## src/rtl/stdp_synapse_array.sv

```systemverilog
// STDP synapse array: per-channel plastic weights with pair-based traces,
// host write/readback and a registered summed synaptic current.

module stdp_trace #(
    parameter int TRACE_W     = 8,
    parameter int TRACE_INC   = 64,
    parameter int DECAY_SHIFT = 2
) (
    input  logic               clk,
    input  logic               reset_n,
    input  logic               spike,
    output logic [TRACE_W-1:0] trace
);
    localparam logic [TRACE_W:0] INC  = (TRACE_W+1)'(TRACE_INC);
    localparam logic [TRACE_W:0] TMAX = {1'b0, {TRACE_W{1'b1}}};

    logic [TRACE_W:0]   sum;
    logic [TRACE_W-1:0] decay;
    logic [TRACE_W-1:0] trace_nxt;

    always_comb begin
        sum       = {1'b0, trace} + INC;
        decay     = trace >> DECAY_SHIFT;
        trace_nxt = trace;
        if (spike)
            trace_nxt = (sum > TMAX) ? {TRACE_W{1'b1}} : sum[TRACE_W-1:0];
        // small traces still drain to zero once the shift term vanishes
        else if (decay == '0 && trace != '0)
            trace_nxt = trace - TRACE_W'(1);
        else
            trace_nxt = trace - decay;
    end

    always_ff @(posedge clk or negedge reset_n) begin
        if (!reset_n) trace <= '0;
        else          trace <= trace_nxt;
    end
endmodule

module stdp_lane #(
    parameter int WIDTH       = 8,
    parameter int TRACE_W     = 8,
    parameter int TRACE_INC   = 64,
    parameter int DECAY_SHIFT = 2,
    parameter int LTP_SHIFT   = 3,
    parameter int LTD_SHIFT   = 3,
    parameter int W_MIN       = 4,
    parameter int W_MAX       = 127,
    parameter int W_INIT      = 16
) (
    input  logic               clk,
    input  logic               reset_n,
    input  logic               learn_en,
    input  logic               pre_spike,
    input  logic               post_spike,
    input  logic [TRACE_W-1:0] post_trace,
    input  logic               wr_hit,
    input  logic [WIDTH-1:0]   wr_data,
    output logic [WIDTH-1:0]   weight,
    output logic [TRACE_W-1:0] pre_trace,
    output logic               ltp_nz,
    output logic               ltd_nz
);
    // signed working width, at least WIDTH+2, wide enough for any trace delta
    localparam int SW = ((WIDTH > TRACE_W) ? WIDTH : TRACE_W) + 2;

    logic [TRACE_W-1:0]   ltp;
    logic [TRACE_W-1:0]   ltd;
    logic signed [SW-1:0] w_sum;

    function automatic logic [WIDTH-1:0] clamp(input logic signed [SW-1:0] v);
        if (v < $signed(SW'(W_MIN)))      return WIDTH'(W_MIN);
        else if (v > $signed(SW'(W_MAX))) return WIDTH'(W_MAX);
        else                              return v[WIDTH-1:0];
    endfunction

    stdp_trace #(
        .TRACE_W    (TRACE_W),
        .TRACE_INC  (TRACE_INC),
        .DECAY_SHIFT(DECAY_SHIFT)
    ) u_pre_trace (
        .clk    (clk),
        .reset_n(reset_n),
        .spike  (pre_spike),
        .trace  (pre_trace)
    );

    always_comb begin
        ltp    = (learn_en && post_spike) ? (pre_trace >> LTP_SHIFT) : '0;
        ltd    = (learn_en && pre_spike)  ? (post_trace >> LTD_SHIFT) : '0;
        w_sum  = $signed(SW'(weight)) + $signed(SW'(ltp)) - $signed(SW'(ltd));
        ltp_nz = (ltp != '0);
        ltd_nz = (ltd != '0);
    end

    always_ff @(posedge clk or negedge reset_n) begin
        if (!reset_n)
            weight <= WIDTH'(W_INIT);
        else if (wr_hit)
            weight <= clamp($signed(SW'(wr_data)));
        else if (learn_en && (pre_spike || post_spike))
            weight <= clamp(w_sum);
    end
endmodule

module stdp_synapse_array #(
    parameter int N_PRE       = 4,
    parameter int WIDTH       = 8,
    parameter int TRACE_W     = 8,
    parameter int TRACE_INC   = 64,
    parameter int DECAY_SHIFT = 2,
    parameter int LTP_SHIFT   = 3,
    parameter int LTD_SHIFT   = 3,
    parameter int W_MIN       = 4,
    parameter int W_MAX       = 127,
    parameter int W_INIT      = 16,
    localparam int IDX_W      = (N_PRE > 1) ? $clog2(N_PRE) : 1,
    localparam int ISW        = WIDTH + $clog2(N_PRE)
) (
    input  logic               clk,
    input  logic               reset_n,
    input  logic               learn_en,
    input  logic [N_PRE-1:0]   pre_spike,
    input  logic               post_spike,
    input  logic               wr_en,
    input  logic [IDX_W-1:0]   wr_idx,
    input  logic [WIDTH-1:0]   wr_data,
    input  logic [IDX_W-1:0]   rd_idx,
    output logic [WIDTH-1:0]   rd_weight,
    output logic [ISW-1:0]     i_syn,
    output logic               ltp_evt,
    output logic               ltd_evt
);
    logic [N_PRE-1:0][WIDTH-1:0]   weight;
    logic [N_PRE-1:0][TRACE_W-1:0] pre_trace;
    logic [TRACE_W-1:0]            post_trace;
    logic [N_PRE-1:0]              wr_hit;
    logic [N_PRE-1:0]              ltp_nz;
    logic [N_PRE-1:0]              ltd_nz;
    logic [ISW-1:0]                syn_sum;

    stdp_trace #(
        .TRACE_W    (TRACE_W),
        .TRACE_INC  (TRACE_INC),
        .DECAY_SHIFT(DECAY_SHIFT)
    ) u_post_trace (
        .clk    (clk),
        .reset_n(reset_n),
        .spike  (post_spike),
        .trace  (post_trace)
    );

    for (genvar k = 0; k < N_PRE; k++) begin : g_lane
        assign wr_hit[k] = wr_en && (wr_idx == IDX_W'(k));

        stdp_lane #(
            .WIDTH      (WIDTH),
            .TRACE_W    (TRACE_W),
            .TRACE_INC  (TRACE_INC),
            .DECAY_SHIFT(DECAY_SHIFT),
            .LTP_SHIFT  (LTP_SHIFT),
            .LTD_SHIFT  (LTD_SHIFT),
            .W_MIN      (W_MIN),
            .W_MAX      (W_MAX),
            .W_INIT     (W_INIT)
        ) u_lane (
            .clk       (clk),
            .reset_n   (reset_n),
            .learn_en  (learn_en),
            .pre_spike (pre_spike[k]),
            .post_spike(post_spike),
            .post_trace(post_trace),
            .wr_hit    (wr_hit[k]),
            .wr_data   (wr_data),
            .weight    (weight[k]),
            .pre_trace (pre_trace[k]),
            .ltp_nz    (ltp_nz[k]),
            .ltd_nz    (ltd_nz[k])
        );
    end

    // current uses the weights as they stood before this edge's learning
    always_comb begin
        syn_sum = '0;
        for (int k = 0; k < N_PRE; k++)
            if (pre_spike[k]) syn_sum = syn_sum + ISW'(weight[k]);
    end

    always_comb begin
        rd_weight = '0;
        for (int k = 0; k < N_PRE; k++)
            if (rd_idx == IDX_W'(k)) rd_weight = weight[k];
    end

    always_ff @(posedge clk or negedge reset_n) begin
        if (!reset_n) begin
            i_syn   <= '0;
            ltp_evt <= 1'b0;
            ltd_evt <= 1'b0;
        end else begin
            i_syn   <= syn_sum;
            ltp_evt <= |ltp_nz;
            ltd_evt <= |ltd_nz;
        end
    end
endmodule

```

## config.mk

```make
export PLATFORM = sky130hd
export DESIGN_NAME = stdp_synapse_array
export DESIGN_NICKNAME = d
export VERILOG_FILES = /design/src/rtl/stdp_synapse_array.sv
export SDC_FILE = /design/constraint.sdc
export NUM_CORES = 1
export LEC_CHECK = 0
export CAP_MARGIN = 20
export CORE_AREA = 2 2 215 132
export CTS_CLUSTER_SIZE = 25
export DETAILED_ROUTE_END_ITERATION = 16
export DIE_AREA = 0 0 217 134
export GPL_TIMING_DRIVEN = 0
export SYNTH_ARGS = -nofsm -noshare
export SYNTH_HDL_FRONTEND = slang
export SYNTH_SLANG_ARGS = --single-unit
export TNS_END_PERCENT = 1
```

## constraint.sdc

```tcl
create_clock -name clk -period 4.8 [get_ports clk]
set_clock_uncertainty 0.15 [all_clocks]
set_input_delay 0.96 -clock clk [delete_from_list [all_inputs] [get_ports clk]]
set_output_delay 0.96 -clock clk [all_outputs]
set_load 0.01 [all_outputs]
```

==> results of run 1 <==
-- routing by layer --
metal  global-route usage, %  vias up  share of wire [%]  wire length (um)
li1                        -     4135                  -                 -
met1                   31.14     4121                 50             14750
met2                   27.30      316                 39             11450
met3                   6.327       30                 10              2970
met4                   5.784        0                1.7               499
met5                       0        -                  0                 0
-- through the flow --
| step | hold WS, ps | cells |
|---|---|---|
| after detailed placement | 401.0 | 1504 |
| after CTS | 396.5 | 1519 |
| after global placement | 402.8 | 1503 |
| final | 394.2 | 1522 |
| after floorplan | 350.4 | 1101 |
| after global routing | 421.9 | 1522 |
-- what timing repair did --
action                                  CTS  global route
hold endpoints to repair                  0             0
endpoints found under the setup margin   31            30
pin swaps                                 3             9
buffers inserted                          0             3
resized for setup                        22            45
-- cells by family after synthesis --
kind of cell | count (synthesis) | share of synthesized area, %
and+or+nand+nor | 357 | 20.93
adders and majority gates | 126 | 18.01
DFF | 84 | 22.40
xor gates and xnor gates | 70 | 6.597
AOI/OAI and AO/OA | 318 | 23.33
buffers and inverters | 122 | 4.961
muxes | 24 | 3.777
-- area by class of cell --
| class | count | share of cell area [%] |
|---|---|---|
| clock buffer | 9 | 2.087 |
| timing repair buffer | 39 | 3.594 |
| clock inverter | 7 | 0.8464 |
| tap | 367 | 4.255 |
| multi-input combinational | 895 | 65.17 |
| buffer | 37 | 1.565 |
| sequential | 84 | 19.52 |
| inverter | 84 | 2.957 |
-- flip-flops by register name (all words and copies together), names as in the netlist --
signal,flops
g_lane.u_lane.u_pre_trace.trace,32
ltd_evt,1
g_lane.u_lane.weight,32
ltp_evt,1
u_post_trace.trace,8
i_syn,10
-- final timing paths --
path | startpoint | endpoint | slack [ps] | cells after the start
setup / recovery | pre_spike[1] | i_syn[9] | 60 | 17
max in group asynchronous | reset_n | g_lane[1].u_lane.u_pre_trace.trace[1] | 3460 | 2
hold reg to reg | g_lane[3].u_lane.u_pre_trace.trace[6] | g_lane[3].u_lane.u_pre_trace.trace[6] | 420 | 1
hold / removal | reset_n | g_lane[3].u_lane.weight[0] | 390 | 1
setup reg to reg | g_lane[0].u_lane.weight[0] | i_syn[9] | 330 | 20
min in group clk | g_lane[3].u_lane.u_pre_trace.trace[6] | g_lane[3].u_lane.u_pre_trace.trace[6] | 420 | 1
-- worst max-delay path, stage by stage --
cell,delay [ps]
sky130_fd_sc_hd__clkdlybuf4s50_1,570
sky130_fd_sc_hd__clkbuf_2,320
sky130_fd_sc_hd__clkbuf_1,490
sky130_fd_sc_hd__nor2_1,140
sky130_fd_sc_hd__a21oi_2,230
sky130_fd_sc_hd__ha_1,320
sky130_fd_sc_hd__a21boi_2,200
sky130_fd_sc_hd__o31ai_2,250
sky130_fd_sc_hd__a21boi_0,210
sky130_fd_sc_hd__mux2_4,200
sky130_fd_sc_hd__ha_4,170
sky130_fd_sc_hd__nor3_2,60
sky130_fd_sc_hd__nor2_2,150
sky130_fd_sc_hd__o41ai_4,100
sky130_fd_sc_hd__nor2b_1,160
sky130_fd_sc_hd__o211ai_1,110
sky130_fd_sc_hd__xor2_1,200
-- cells in the mapped netlist (12+ instances only) --
| cell type | number | share of area [%] |
|---|---|---|
| sky130_fd_sc_hd__nand3b_1 | 13 | 1.0 |
| sky130_fd_sc_hd__nand2_1 | 51 | 2.0 |
| sky130_fd_sc_hd__and2_1 | 14 | 0.93 |
| sky130_fd_sc_hd__nor2b_1 | 26 | 1.7 |
| sky130_fd_sc_hd__nor3_1 | 19 | 1.0 |
| sky130_fd_sc_hd__a31oi_1 | 12 | 0.80 |
| sky130_fd_sc_hd__clkbuf_1 | 32 | 1.3 |
| sky130_fd_sc_hd__ha_1 | 109 | 14 |
| sky130_fd_sc_hd__xor2_1 | 19 | 1.8 |
| sky130_fd_sc_hd__a211oi_1 | 15 | 1.2 |
| sky130_fd_sc_hd__nand3_1 | 28 | 1.5 |
| sky130_fd_sc_hd__a21oi_1 | 67 | 3.6 |
| sky130_fd_sc_hd__xnor2_1 | 50 | 4.7 |
| sky130_fd_sc_hd__nor2_1 | 87 | 3.5 |
| sky130_fd_sc_hd__dfrtp_1 | 80 | 21 |
| sky130_fd_sc_hd__mux2_2 | 12 | 1.4 |
| sky130_fd_sc_hd__o21a_1 | 13 | 1.0 |
| sky130_fd_sc_hd__inv_1 | 81 | 3.2 |
| sky130_fd_sc_hd__and3_1 | 26 | 1.7 |
| sky130_fd_sc_hd__fa_1 | 16 | 3.4 |
| sky130_fd_sc_hd__o21ai_0 | 67 | 3.6 |
| sky130_fd_sc_hd__nand2b_1 | 24 | 1.6 |
| sky130_fd_sc_hd__a21o_1 | 26 | 2.1 |
-- placed cells by master, fill, tap and decap left out, drive strengths merged, types with 19 or more instances in the layout --
master	netlist	routed
nor2b	27	27
nor2	87	87
xnor2	51	51
inv	81	81
xor2	19	19
nand2	51	51
dfrtp	80	80
clkbuf	33	43
nand3	29	29
and3	26	26
nor3	19	19
a21o	26	26
ha	109	109
nand2b	25	25
o21ai	77	77
a21oi	67	67
clkdlybuf4s50	0	32
==> flow_summary.html, run 1 <==
<table>
<tr><th>Metric</th><th>Value</th></tr>
<tr><th colspan="2">Logic synthesis</th></tr>
<tr><td>Number of cells produced by synthesis</td><td>1,101</td></tr>
<tr><td>Ys async rst share</td><td>between 90% and 100%</td></tr>
<tr><td>Post-synth design cell area</td><td>between 9000 and 10,000 um2</td></tr>
<tr><td>Number of synthesis warnings</td><td>0</td></tr>
<tr><td>Most used flip-flop cell after synthesis</td><td>sky130_fd_sc_hd__dfrtp_1</td></tr>
<tr><td>Number of different library cells in the post-synthesis netlist</td><td>86</td></tr>
<tr><td>Number of nets in the synthesized netlist</td><td>roughly 1.2k</td></tr>
<tr><td>Mean post-synth cell area</td><td>8.545 um2</td></tr>
<tr><td>Number of enable-type register cells in the synthesized netlist</td><td>0</td></tr>
<tr><td>Fraction of the yosys area taken by sequential cells</td><td>between 20% and 30%</td></tr>
<tr><td>Number of flip-flops and latches in the synthesized netlist</td><td>84</td></tr>
<tr><th colspan="2">Final layout</th></tr>
<tr><td>Layout cell share with drive strength beyond 1</td><td>approximately a tenth</td></tr>
<tr><td>Total number of nets in the final design</td><td>roughly 1.3k</td></tr>
<tr><td>Filler instances</td><td>about 2.8k</td></tr>
<tr><td>Count of inserted antenna diode cells</td><td>0</td></tr>
<tr><td>Area of all placed cells without fillers</td><td>between 10,000 and 15,000 um2</td></tr>
<tr><td>Signed area change from the synthesized netlist to the final layout</td><td>14.71%</td></tr>
<tr><td>Combined area of the multi-input logic cells</td><td>7033 um2</td></tr>
<tr><td>Total area of sequential cells</td><td>roughly 2100 um2</td></tr>
<tr><td>Finished Core Util</td><td>approximately 40%</td></tr>
<tr><th colspan="2">CTS</th></tr>
<tr><td>H-tree depth</td><td>3</td></tr>
<tr><td># clock sinks</td><td>84</td></tr>
<tr><td>Clock buffer depth</td><td>2</td></tr>
<tr><td>Clock tree from TritonCTS</td><td>done</td></tr>
<tr><td>Hold_buf cts</td><td>0</td></tr>
<tr><td>Clk slew on worst S/H paths</td><td>roughly 70 ps</td></tr>
<tr><td>Clock insertion delay at the later pin of the skew report</td><td>between 300 and 400 ps</td></tr>
<tr><td>Root cell of the clock tree</td><td>sky130_fd_sc_hd__clkbuf_16</td></tr>
<tr><td>Inserted Clock Buffers</td><td>9</td></tr>
<tr><th colspan="2">Global routing</th></tr>
<tr><td>Antenna violations before repair</td><td>0</td></tr>
<tr><td>First-pass GRT wire length</td><td>between 40,000 and 50,000 um</td></tr>
<tr><td>Remaining Overflow, GRT</td><td>0</td></tr>
<tr><td>Number of global-route vias before repair</td><td>roughly 8k</td></tr>
<tr><td>Total GRT Usage</td><td>between 20% and 30%</td></tr>
<tr><td>Pin count of the biggest net entering global routing</td><td>53</td></tr>
<tr><th colspan="2">Route</th></tr>
<tr><td>Average wire per standard cell</td><td>between 15 and 20 um</td></tr>
<tr><td>Vias</td><td>approximately 8.6k</td></tr>
<tr><td>Total wire length</td><td>around 30,000 um</td></tr>
<tr><td>DRC Markers</td><td>0</td></tr>
<tr><td>Count of nets left with antenna violations after detail routing</td><td>0</td></tr>
<tr><td>Number of DRC violations after detailed-routing iteration 0</td><td>771</td></tr>
<tr><td>First drt pass iteration count</td><td>7</td></tr>
<tr><td>Average vias per placed instance</td><td>5.652</td></tr>
<tr><th colspan="2">Flow run</th></tr>
<tr><td>Max-capacitance violation count</td><td>0</td></tr>
<tr><th colspan="2">Place</th></tr>
<tr><td>Placer congestion estimate</td><td>0.9303</td></tr>
<tr><td>Pre-CTS worst setup slack</td><td>-1114 ps</td></tr>
<tr><td>Placed wire-length estimate after detailed placement</td><td>23,040 um</td></tr>
<tr><td>Total placed instance area</td><td>about 10,000 um2</td></tr>
<tr><td>Quantity of I/O buffers inserted on ports</td><td>35</td></tr>
<tr><th colspan="2">Floorplanning</th></tr>
<tr><td>Core area</td><td>between 20,000 and 30,000 um2</td></tr>
<tr><td>Ports</td><td>about 40</td></tr>
<tr><td>Die Y</td><td>134 um</td></tr>
<tr><td>Die width</td><td>approximately 220 um</td></tr>
<tr><td>Site row count</td><td>47</td></tr>
<tr><td>Starting utilization of the core area</td><td>between 30% and 40%</td></tr>
<tr><td>Die area</td><td>just under 30,000 um2</td></tr>
<tr><th colspan="2">Timing</th></tr>
<tr><td>Headroom to the max-slew limit</td><td>28.12%</td></tr>
<tr><td>Top achievable clock speed</td><td>0.2108 GHz</td></tr>
<tr><td>RSZ-0062 raised after global routing</td><td>yes</td></tr>
<tr><td>Final critical-path share of the clock period</td><td>between 90% and 100%</td></tr>
<tr><td>Setup-violating endpoint count in the final report</td><td>0</td></tr>
<tr><td>Count of pins over their slew limit</td><td>0</td></tr>
<tr><td>Post-layout min period</td><td>roughly 4700 ps</td></tr>
<tr><td>Setup TNS after final layout</td><td>0 ps</td></tr>
<tr><td>Number of hold violations in the final report</td><td>0</td></tr>
<tr><td>Minimum setup slack in the final design</td><td>55.47 ps</td></tr>
<tr><td>Transition time at the pin with the least slew margin</td><td>1067 ps</td></tr>
<tr><th colspan="2">Worst hold path</th></tr>
<tr><td>Hold WC Path Type</td><td>in2async</td></tr>
<tr><th colspan="2">Worst setup path</th></tr>
<tr><td>Data arrival time of the worst path</td><td>4840 ps</td></tr>
<tr><td>Req. time, crit path</td><td>about 5000 ps</td></tr>
<tr><td>Worst Path Max Fanout</td><td>10</td></tr>
<tr><td>Path type of the worst setup path</td><td>in2reg</td></tr>
<tr><td>Critical path launch point type</td><td>input pin</td></tr>
<tr><td>Crit end category</td><td>flip-flop</td></tr>
<tr><th colspan="2">Run status</th></tr>
<tr><td>Result of the run</td><td>finished clean</td></tr>
</table>
Power of run 1 is left out: the tool's default activity adds up to more than one toggle a clock period on the data nets, which glitch-free logic cannot reach.
==> run 2: changes to the inputs <==
Settings changed: SKIP_CTS_REPAIR_TIMING from default to 1.
==> flow_summary.html, run 2 (synthesis results as in run 1) <==
<table>
<tr><th>Metric</th><th>Value</th></tr>
<tr><th colspan="2">Place</th></tr>
<tr><td>Quantity of I/O buffers inserted on ports</td><td>35 (unchanged)</td></tr>
<tr><td>Placer congestion estimate</td><td>0.9303 (unchanged)</td></tr>
<tr><td>Placed wire-length estimate after detailed placement</td><td>23,040 um (unchanged)</td></tr>
<tr><td>Cell Count Post-Placement</td><td>1,504 (unchanged)</td></tr>
<tr><th colspan="2">Timing</th></tr>
<tr><td>Headroom to the max-slew limit</td><td>25.98% (was 28.12%)</td></tr>
<tr><td>Number of hold violations in the final report</td><td>0 (unchanged)</td></tr>
<tr><td>Transition time at the pin with the least slew margin</td><td>1099 ps (was 1067 ps)</td></tr>
<tr><td>Final critical-path share of the clock period</td><td>97.40% (was 98.84%)</td></tr>
<tr><td>Post-layout min period</td><td>4675 ps (was 4745 ps)</td></tr>
<tr><td>RSZ-0062 raised after global routing</td><td>yes (unchanged)</td></tr>
<tr><td>Setup-violating endpoint count in the final report</td><td>0 (unchanged)</td></tr>
<tr><td>Top achievable clock speed</td><td>0.2139 GHz (was 0.2108 GHz)</td></tr>
<tr><td>Setup TNS after final layout</td><td>0 ps (unchanged)</td></tr>
<tr><td>Count of pins over their slew limit</td><td>0 (unchanged)</td></tr>
<tr><th colspan="2">Worst setup path</th></tr>
<tr><td>Worst Path Max Fanout</td><td>10 (unchanged)</td></tr>
<tr><td>Worst reg2reg path startpoint</td><td>g_lane[0].u_lane.weight[0] (unchanged)</td></tr>
<tr><td>Internal reg-to-reg setup slack</td><td>370 ps (was 330 ps)</td></tr>
<tr><td>Worst reg2reg path endpoint</td><td>i_syn[9] (unchanged)</td></tr>
<tr><td>Delay of the slowest critical-path stage</td><td>380 ps (was 570 ps)</td></tr>
<tr><td>Data arrival time of the worst path</td><td>4770 ps (was 4840 ps)</td></tr>
<tr><td>Crit end category</td><td>flip-flop (unchanged)</td></tr>
<tr><td>Startpoint of the most critical setup path</td><td>pre_spike[0] (was pre_spike[1])</td></tr>
<tr><td>Number of cells on the worst reg-to-reg path</td><td>20 (unchanged)</td></tr>
<tr><td>Path type of the worst setup path</td><td>in2reg (unchanged)</td></tr>
<tr><td>Last element of the critical path</td><td>i_syn[9] (unchanged)</td></tr>
<tr><td>Critical-path cell list</td><td>buf_4 &gt; and2_1 &gt; ha_1 &gt; inv_2 &gt; fa_2 &gt; xnor2_1 &gt; mux2_2 &gt; ha_1 &gt; nor2b_1 &gt; o21ai_1 &gt; a21boi_2 &gt; o31ai_2 &gt; a21boi_0 &gt; mux2_4 &gt; ha_4 &gt; nor3_2 &gt; nor2_2 &gt; o41ai_4 &gt; nor2b_1 &gt; o211ai_1 &gt; xor2_1 (was clkdlybuf4s50_1 &gt; clkbuf_2 &gt; clkbuf_1 &gt; nor2_1 &gt; a21oi_2 &gt; ha_1 &gt; a21boi_2 &gt; o31ai_2 &gt; a21boi_0 &gt; mux2_4 &gt; ha_4 &gt; nor3_2 &gt; nor2_2 &gt; o41ai_4 &gt; nor2b_1 &gt; o211ai_1 &gt; xor2_1)</td></tr>
<tr><td>Critical path launch point type</td><td>input pin (unchanged)</td></tr>
<tr><td>Req. time, crit path</td><td>4900 ps (about the same)</td></tr>
<tr><td>Cell at the slowest stage of the critical path</td><td>sky130_fd_sc_hd__fa_2 (was sky130_fd_sc_hd__clkdlybuf4s50_1)</td></tr>
<tr><th colspan="2">Route</th></tr>
<tr><td>Total wire length</td><td>29,660 um (was 29,670 um)</td></tr>
<tr><td>Count of nets left with antenna violations after detail routing</td><td>0 (unchanged)</td></tr>
<tr><td>First drt pass iteration count</td><td>5 (was 7)</td></tr>
<tr><td>Number of DRC violations after detailed-routing iteration 0</td><td>819 (was 771)</td></tr>
<tr><td>DRC Markers</td><td>0 (unchanged)</td></tr>
<tr><td>Vias</td><td>8,651 (was 8,602)</td></tr>
<tr><td>Average wire per standard cell</td><td>19.50 um (was 19.49 um)</td></tr>
<tr><td>Average vias per placed instance</td><td>5.688 (was 5.652)</td></tr>
<tr><th colspan="2">Global routing</th></tr>
<tr><td>M3 GR Usage</td><td>6.327% (unchanged)</td></tr>
<tr><td>Remaining Overflow, GRT</td><td>0 (unchanged)</td></tr>
<tr><td>Global routing usage on met1</td><td>31.24% (was 31.14%)</td></tr>
<tr><td>Pin count of the biggest net entering global routing</td><td>53 (unchanged)</td></tr>
<tr><td>Global-route layer with the greatest usage</td><td>met1 (unchanged)</td></tr>
<tr><td>Antenna violations before repair</td><td>0 (unchanged)</td></tr>
<tr><td>Met2 Resource Use GR</td><td>27.01% (was 27.30%)</td></tr>
<tr><td>Number of global-route vias before repair</td><td>7,951 (was 7,990)</td></tr>
<tr><td>Total GRT Usage</td><td>20.47% (was 20.52%)</td></tr>
<tr><td>First-pass GRT wire length</td><td>45,510 um (was 45,680 um)</td></tr>
<tr><th colspan="2">Floorplanning</th></tr>
<tr><td>Core area</td><td>27,170 um2 (unchanged)</td></tr>
<tr><td>Die Y</td><td>134 um (unchanged)</td></tr>
<tr><td>Site row count</td><td>47 (unchanged)</td></tr>
<tr><td>Die width</td><td>217 um (unchanged)</td></tr>
<tr><td>Die area</td><td>29,080 um2 (unchanged)</td></tr>
<tr><td>Ports</td><td>41 (unchanged)</td></tr>
<tr><td>Starting utilization of the core area</td><td>34.63% (unchanged)</td></tr>
<tr><th colspan="2">Run status</th></tr>
<tr><td>Result of the run</td><td>finished clean (unchanged)</td></tr>
<tr><th colspan="2">Final layout</th></tr>
<tr><td>Count of inserted antenna diode cells</td><td>0 (unchanged)</td></tr>
<tr><td>Total number of nets in the final design</td><td>1,295 (was 1,296)</td></tr>
<tr><td>Signed area change from the synthesized netlist to the final layout</td><td>14.56% (was 14.71%)</td></tr>
<tr><td>Most frequent cells in the layout</td><td>sky130_fd_sc_hd__ha_1 (105), sky130_fd_sc_hd__nor2_1 (86), sky130_fd_sc_hd__inv_1 (80), sky130_fd_sc_hd__dfrtp_1 (80), sky130_fd_sc_hd__o21ai_0 (63) (unchanged)</td></tr>
<tr><td>Leading cell type in the layout, fill and taps excluded</td><td>sky130_fd_sc_hd__ha_1 (unchanged)</td></tr>
<tr><td>Layout cell share with drive strength beyond 1</td><td>10.49% (was 10.65%)</td></tr>
<tr><td>Finished Core Util</td><td>39.67% (was 39.72%)</td></tr>
<tr><td>Filler instances</td><td>2,762 (was 2,768)</td></tr>
<tr><td>Final cell count without fillers</td><td>1,521 (was 1,522)</td></tr>
<tr><td>Largest registers ranked by flip-flop count</td><td>g_lane.u_lane.u_pre_trace.trace x32, g_lane.u_lane.weight x32, i_syn x10 (unchanged)</td></tr>
<tr><th colspan="2">CTS</th></tr>
<tr><td>Inserted Clock Buffers</td><td>9 (unchanged)</td></tr>
<tr><td>Clk slew on worst S/H paths</td><td>70 ps (about the same)</td></tr>
<tr><td>Clock insertion delay at the later pin of the skew report</td><td>380 ps (about the same)</td></tr>
<tr><td>Clock buffer depth</td><td>2 (unchanged)</td></tr>
<tr><td>Root cell of the clock tree</td><td>sky130_fd_sc_hd__clkbuf_16 (unchanged)</td></tr>
<tr><td># clock sinks</td><td>84 (unchanged)</td></tr>
<tr><td>Clock tree from TritonCTS</td><td>done (unchanged)</td></tr>
<tr><td>H-tree depth</td><td>3 (unchanged)</td></tr>
<tr><th colspan="2">Worst hold path</th></tr>
<tr><td>Hold WC Path Type</td><td>in2async (unchanged)</td></tr>
<tr><th colspan="2">Flow run</th></tr>
<tr><td>Max-capacitance violation count</td><td>0 (unchanged)</td></tr>
</table>
run 2: through the flow:
stage | area, um2 | worst slack, ps | hold slack (ps)
after detailed placement | 10240 | -1114 | 401.0
after global routing | 10780 | -107.4 | 421.9
after floorplan | 9409 | 36.05 | 350.4
after CTS | 10560 | -725.0 | 396.5
final | 10780 | 124.9 | 392.9
after global placement | 10220 | -1017 | 402.8
run 2: cell type report:
class                   count  area, um2  share of cell area [%]
clock buffers               9      225.2                   2.090
multi-input cells         895       7027                   65.20
inverters                  84      319.1                   2.960
plain buffers              37      168.9                   1.567
flip-flops and latches     84       2107                   19.55
well taps                 367      459.2                   4.261
clock inverters             7      91.34                  0.8475
repair buffers             38      380.4                   3.529
run 2: worst min path at each step:
stage | start | end | slack [ps]
3_5_place_dp | g_lane[3].u_lane.u_pre_trace.trace[6] | g_lane[3].u_lane.u_pre_trace.trace[6] | 400
4_1_cts | reset_n | g_lane[3].u_lane.weight[0] | 400
2_1_floorplan | g_lane[3].u_lane.u_pre_trace.trace[6] | g_lane[3].u_lane.u_pre_trace.trace[6] | 350
6_report | reset_n | g_lane[3].u_lane.weight[0] | 390
5_1_grt | reset_n | g_lane[3].u_lane.weight[0] | 420
3_3_place_gp | g_lane[3].u_lane.u_pre_trace.trace[6] | g_lane[3].u_lane.u_pre_trace.trace[6] | 400
run 2: critical path, delay by kind of cell:
| kind | cells | cell delay [ps] |
|---|---|---|
| mux | 2 | 490 |
| simple gates | 5 | 670 |
| xor+xnor | 2 | 330 |
| buf+inv | 2 | 210 |
| fa+ha+maj | 4 | 1050 |
| compound gates | 6 | 1070 |
run 2: layer usage:
metal | vias up | share of wire (%)
met2 | 341 | 38
li1 | 4133 | -
met4 | 0 | 1.8
met5 | - | 0
met1 | 4142 | 49
met3 | 35 | 11
Power of run 2 is left out for the same reason.
==> variant 1: new RTL, flow settings as in run 1 <==
`TRACE_W` is set to 8 in 3 places; all go to 6.
--- a/src/rtl/stdp_synapse_array.sv
+++ b/src/rtl/stdp_synapse_array.sv
@@ -3,5 +3,5 @@
 
 module stdp_trace #(
-    parameter int TRACE_W     = 8,
+    parameter int TRACE_W     = 6,
     parameter int TRACE_INC   = 64,
     parameter int DECAY_SHIFT = 2
@@ -40,5 +40,5 @@
 module stdp_lane #(
     parameter int WIDTH       = 8,
-    parameter int TRACE_W     = 8,
+    parameter int TRACE_W     = 6,
     parameter int TRACE_INC   = 64,
     parameter int DECAY_SHIFT = 2,
@@ -107,5 +107,5 @@
     parameter int N_PRE       = 4,
     parameter int WIDTH       = 8,
-    parameter int TRACE_W     = 8,
+    parameter int TRACE_W     = 6,
     parameter int TRACE_INC   = 64,
     parameter int DECAY_SHIFT = 2,
Check against the original RTL: not equivalent (Yosys sat finds a counterexample within 4 cycles, from zero or initial values and one cycle with reset_n low).
==> variant 1 against run 1 <==
- largest cell class unchanged
- design area fell by 15%
- core utilization fell by 5.8 points
- sequential cell count fell by 10
- non-clock buffer count rose by 7
- setup slack improved by 0.088 ns
- synthesized area fell by 18%
- worst hold slack got worse by 0.11 ns
- wire length fell by 16%
==> variant 1: results (changes against run 1) <==
outcome finished, final reports clean; gpl congestion 0.8983 (-3.4%); Inverters, non-clock 87 (+3.6%); Seq area share 20.18% (+0.65 points); Filler cells 2831 (+2.3%); Post-CTS Setup Repair Bufs 2 (+2); Tcrit/Tclk final 97.01% (-1.8 points); distinct cell type count after synthesis 78 (-9.3%); largest net degree at the start of global routing 64 (+21%); synth top area cells dfrtp_1 (23%), ha_1 (11%), xnor2_1 (5.9%); clock network area share 3.739% (+0.81 points); Max-Slew Margin vs Limit 36.28% (+8.2 points); Post-Synthesis Net Count 1014 (-19%); non-clock buffer share of cell area 7.165% (+2.0 points); Signal buffers 83 (+9.2%); multi-input logic cell count 710 (-21%); GRT Total Usage 17.86% (-2.7 points); via count 7081 (-18%); # clk buffers 10 (+1); GR Layer Usage met1 28.58% (-2.6 points); number of port buffers 37 (+5.7%); met3 WL 2359 um (-21%); largest registers g_lane.u_lane.weight x32, g_lane.u_lane.u_pre_trace.trace x24, i_syn x10; metal2 WL 9209 um (-20%); share of layout cells above drive strength 1 12.37% (+1.7 points); reg-to-reg slack, setup 0.23 ns (-0.10 ns); Metal-1 WL 12830 um (-13%); fraction of area in multi-input gates 60.38% (-4.8 points); FF-to-FF Start g_lane[0].u_lane.weight[4]$_DFFE_PN1P_; placed wire-length estimate 19410 um (-16%); CP Data Arrival Time 4.71 ns (-0.13 ns); Final nets 1067 (-18%); DR WL/cell 18.68 um (-4.2%); number of sequential cells 74 (-12%); 1st-iter DRT viols 882 (+14%); sw power 3455 uW; Post-synth top cells inv_1 (86), nand2_1 (73), dfrtp_1 (70); vias in the first global route 6789 (-15%); peak supply drop 0.3608 mV; Setup Slack @ Placement -1.317 ns (-0.2024 ns); post_cts resized 40 (+82%); initial antenna violation count 1 (+1); M3 GR Usage 5.125% (-1.2 points); first-pass GRT wire length 39790 um (-13%); grt met2 use 22.26% (-5.0 points); Seq/Total Area, Yosys 24.01% (+1.6 points); First-pass DRT Iterations 6 (-1)
variant 1: cells by family after synthesis:
logic type / after synthesis / synth area share, %
compound gates: 227 / 20.38
xor+xnor: 70 / 7.926
simple gates: 299 / 20.22
fa+ha+maj: 83 / 14.91
buf+inv: 128 / 7.053
flops: 74 / 24.01
mux: 31 / 5.500
variant 1: power groups by stage:
stage,clock (uW),combinational (uW),sequential (uW)
2_1_floorplan,0,3700,1120
3_3_place_gp,0,4680,1230
3_5_place_dp,0,4780,1230
4_1_cts,834,4910,1230
5_1_grt,861,5800,1280
6_report,817,5200,1250
variant 1: stage by stage:
stage,utilization (%),instances,hold slack (ns),total power [uW],area [um^2]
floorplan,-,912,0.3432,4824,7736
global placement,31.53,1316,0.4100,5911,8566
detailed placement,31.65,1318,0.4176,6015,8598
CTS,33.20,1336,0.2848,6969,9019
global route,33.87,1337,0.2895,7942,9203
finish,33.87,1337,0.2891,7261,9203
variant 1: worst max-delay path by stage:
stage,from,end,depth (start not counted)
after floorplan,learn_en,g_lane[3].u_lane.weight[0]$_DFFE_PN0P_,15
after global placement,learn_en,g_lane[3].u_lane.weight[6]$_DFFE_PN0P_,16
after detailed placement,learn_en,g_lane[3].u_lane.weight[4]$_DFFE_PN1P_,16
after CTS,learn_en,g_lane[3].u_lane.weight[4]$_DFFE_PN1P_,16
after global routing,pre_spike[0],i_syn[8]$_DFF_PN0_,21
final,post_spike,g_lane[3].u_lane.weight[6]$_DFFE_PN0P_,15
variant 1: critical path, cell delays in order:
cell	delay (ns)
buf_2	0.25
clkbuf_4	0.28
and3_4	0.23
ha_1	0.23
bufbuf_16	0.27
xnor2_4	0.15
ha_4	0.24
nor2b_4	0.15
or4_1	0.46
and4_4	0.21
or4_1	0.50
a222oi_1	0.29
o21ai_1	0.14
nand2_2	0.17
o221ai_2	0.15
==> variant 2: new RTL, config.mk and constraints of run 1 <==
Without the edit above. Add an input register stage for `wr_idx`, cleared by the reset; this delays it by one clock. The other inputs are not delayed to match.
--- a/src/rtl/stdp_synapse_array.sv
+++ b/src/rtl/stdp_synapse_array.sv
@@ -132,4 +132,15 @@
     output logic               ltd_evt
 );
+
+    logic [IDX_W-1:0] wr_idx_q;
+
+    always_ff @(posedge clk or negedge reset_n) begin
+        if (!reset_n) begin
+            wr_idx_q <= '0;
+        end else begin
+            wr_idx_q <= wr_idx;
+        end
+    end
+
     logic [N_PRE-1:0][WIDTH-1:0]   weight;
     logic [N_PRE-1:0][TRACE_W-1:0] pre_trace;
@@ -152,5 +163,5 @@
 
     for (genvar k = 0; k < N_PRE; k++) begin : g_lane
-        assign wr_hit[k] = wr_en && (wr_idx == IDX_W'(k));
+        assign wr_hit[k] = wr_en && (wr_idx_q == IDX_W'(k));
 
         stdp_lane #(
Behaviour: not the same (Yosys sat finds a counterexample within 4 cycles, from zero or initial values and one cycle with reset_n low).
==> variant 2 against run 1 <==
- synthesized cell count increased by 1.9%
- wire length grew 0.37%
- critical path depth fell by 1
- via count rose by 0.38%
- worst hold slack improved by 0.026 ns
- sequential cell count grew 2
- register-to-register slack improved by 0.07 ns
- synthesized area down 0.47%
- setup slack better by 0.081 ns
- non-clock buffer count grew 5
- design area is 0.20% lower
- largest cell class unchanged
- highest routed layer is now met5
Power is not shown: default switching activity piles up to over one toggle a cycle in this logic, so the estimate is an artifact.
==> variant 2: results (changes against run 1) <==
outcome finished, final reports clean; GR Layer Usage met1 33.47% (+2.3 points); Compound-Gate Fraction of Synth Area 22.35% (-0.97 points); Setup Slack @ Placement -1.278 ns (-0.1642 ns); reg-to-reg slack, setup 0.40 ns (+0.07 ns); Seq/Total Area, Yosys 23.04% (+0.64 points); Inverters, non-clock 93 (+11%); Post-DP Area 10230 um^2 (-0.17%); Top Metal Used met5; metal2 WL 11240 um (-1.8%); Mean Syn Cell Area 8.346 um^2 (-2.3%); 1st-iter DRT viols 835 (+8.3%); Post-synth top cells ha_1 (109), inv_1 (91), nor2_1 (86); clock network area share 3.102% (+0.17 points); via count 8635 (+0.38%); M3 GR Usage 6.009% (-0.32 points); placed wire-length estimate 23830 um (+3.4%); fin area 10770 um^2 (-0.20%); Signal buffers 81 (+6.6%); Post-Synthesis Net Count 1268 (+1.7%); Max-Slew Margin vs Limit 33.72% (+5.6 points); Filler cells 2758 (-0.36%); multi-input logic cell count 902 (+0.78%); slowest cell delay on critical path 0.43 ns (-0.14 ns); # clk buffers 11 (+2); Synth Area in XOR/XNOR 7.028% (+0.43 points); Yosys reg bits 86 (+2.4%); share of layout cells above drive strength 1 8.234% (-2.4 points); post_cts resized 25 (+14%); met3 WL 2987 um (+0.57%); flip-flop and latch area 2157 um^2 (+2.4%); first-pass GRT wire length 47180 um (+3.3%); distinct cell type count after synthesis 85 (-1.2%); non-clock buffer share of cell area 5.762% (+0.60 points); First-pass DRT Iterations 5 (-2); crit path max-delay cell type a2111o_1; synth top area cells dfrtp_1 (22%), ha_1 (15%), xnor2_1 (4.2%); delay-heaviest family, CP compound AO/OA/AOI/OAI gates; gpl congestion 0.9841 (+5.8%); Metal-1 WL 15230 um (+3.3%)
[variant 2: cell count changes in the layout (fill, tap and decap cells not counted), moves of 5 or more]
cell,before,now
o21ai_1,11,23
a31oi_1,12,17
o221ai_1,5,0
o211ai_1,9,3
a221oi_1,7,2
nor2b_1,25,30
inv_1,80,91
a21oi_1,59,66
xnor2_1,50,45
xor2_1,19,27
o22a_1,8,3
nand2_1,50,56
clkbuf_1,23,31
[variant 2: worst max path at each step]
stage	startpoint	end	slack [ns]	cells after the start
floorplan	learn_en	g_lane[1].u_lane.weight[2]$_DFFE_PN0P_	0.02	16
global placement	learn_en	g_lane[2].u_lane.weight[6]$_DFFE_PN0P_	-1.32	17
global route	post_spike	g_lane[3].u_lane.weight[2]$_DFFE_PN0P_	-0.03	16
finish	post_spike	g_lane[3].u_lane.weight[2]$_DFFE_PN0P_	0.14	16
CTS	learn_en	g_lane[3].u_lane.weight[2]$_DFFE_PN0P_	-0.03	17
detailed placement	learn_en	g_lane[2].u_lane.weight[6]$_DFFE_PN0P_	-1.28	17
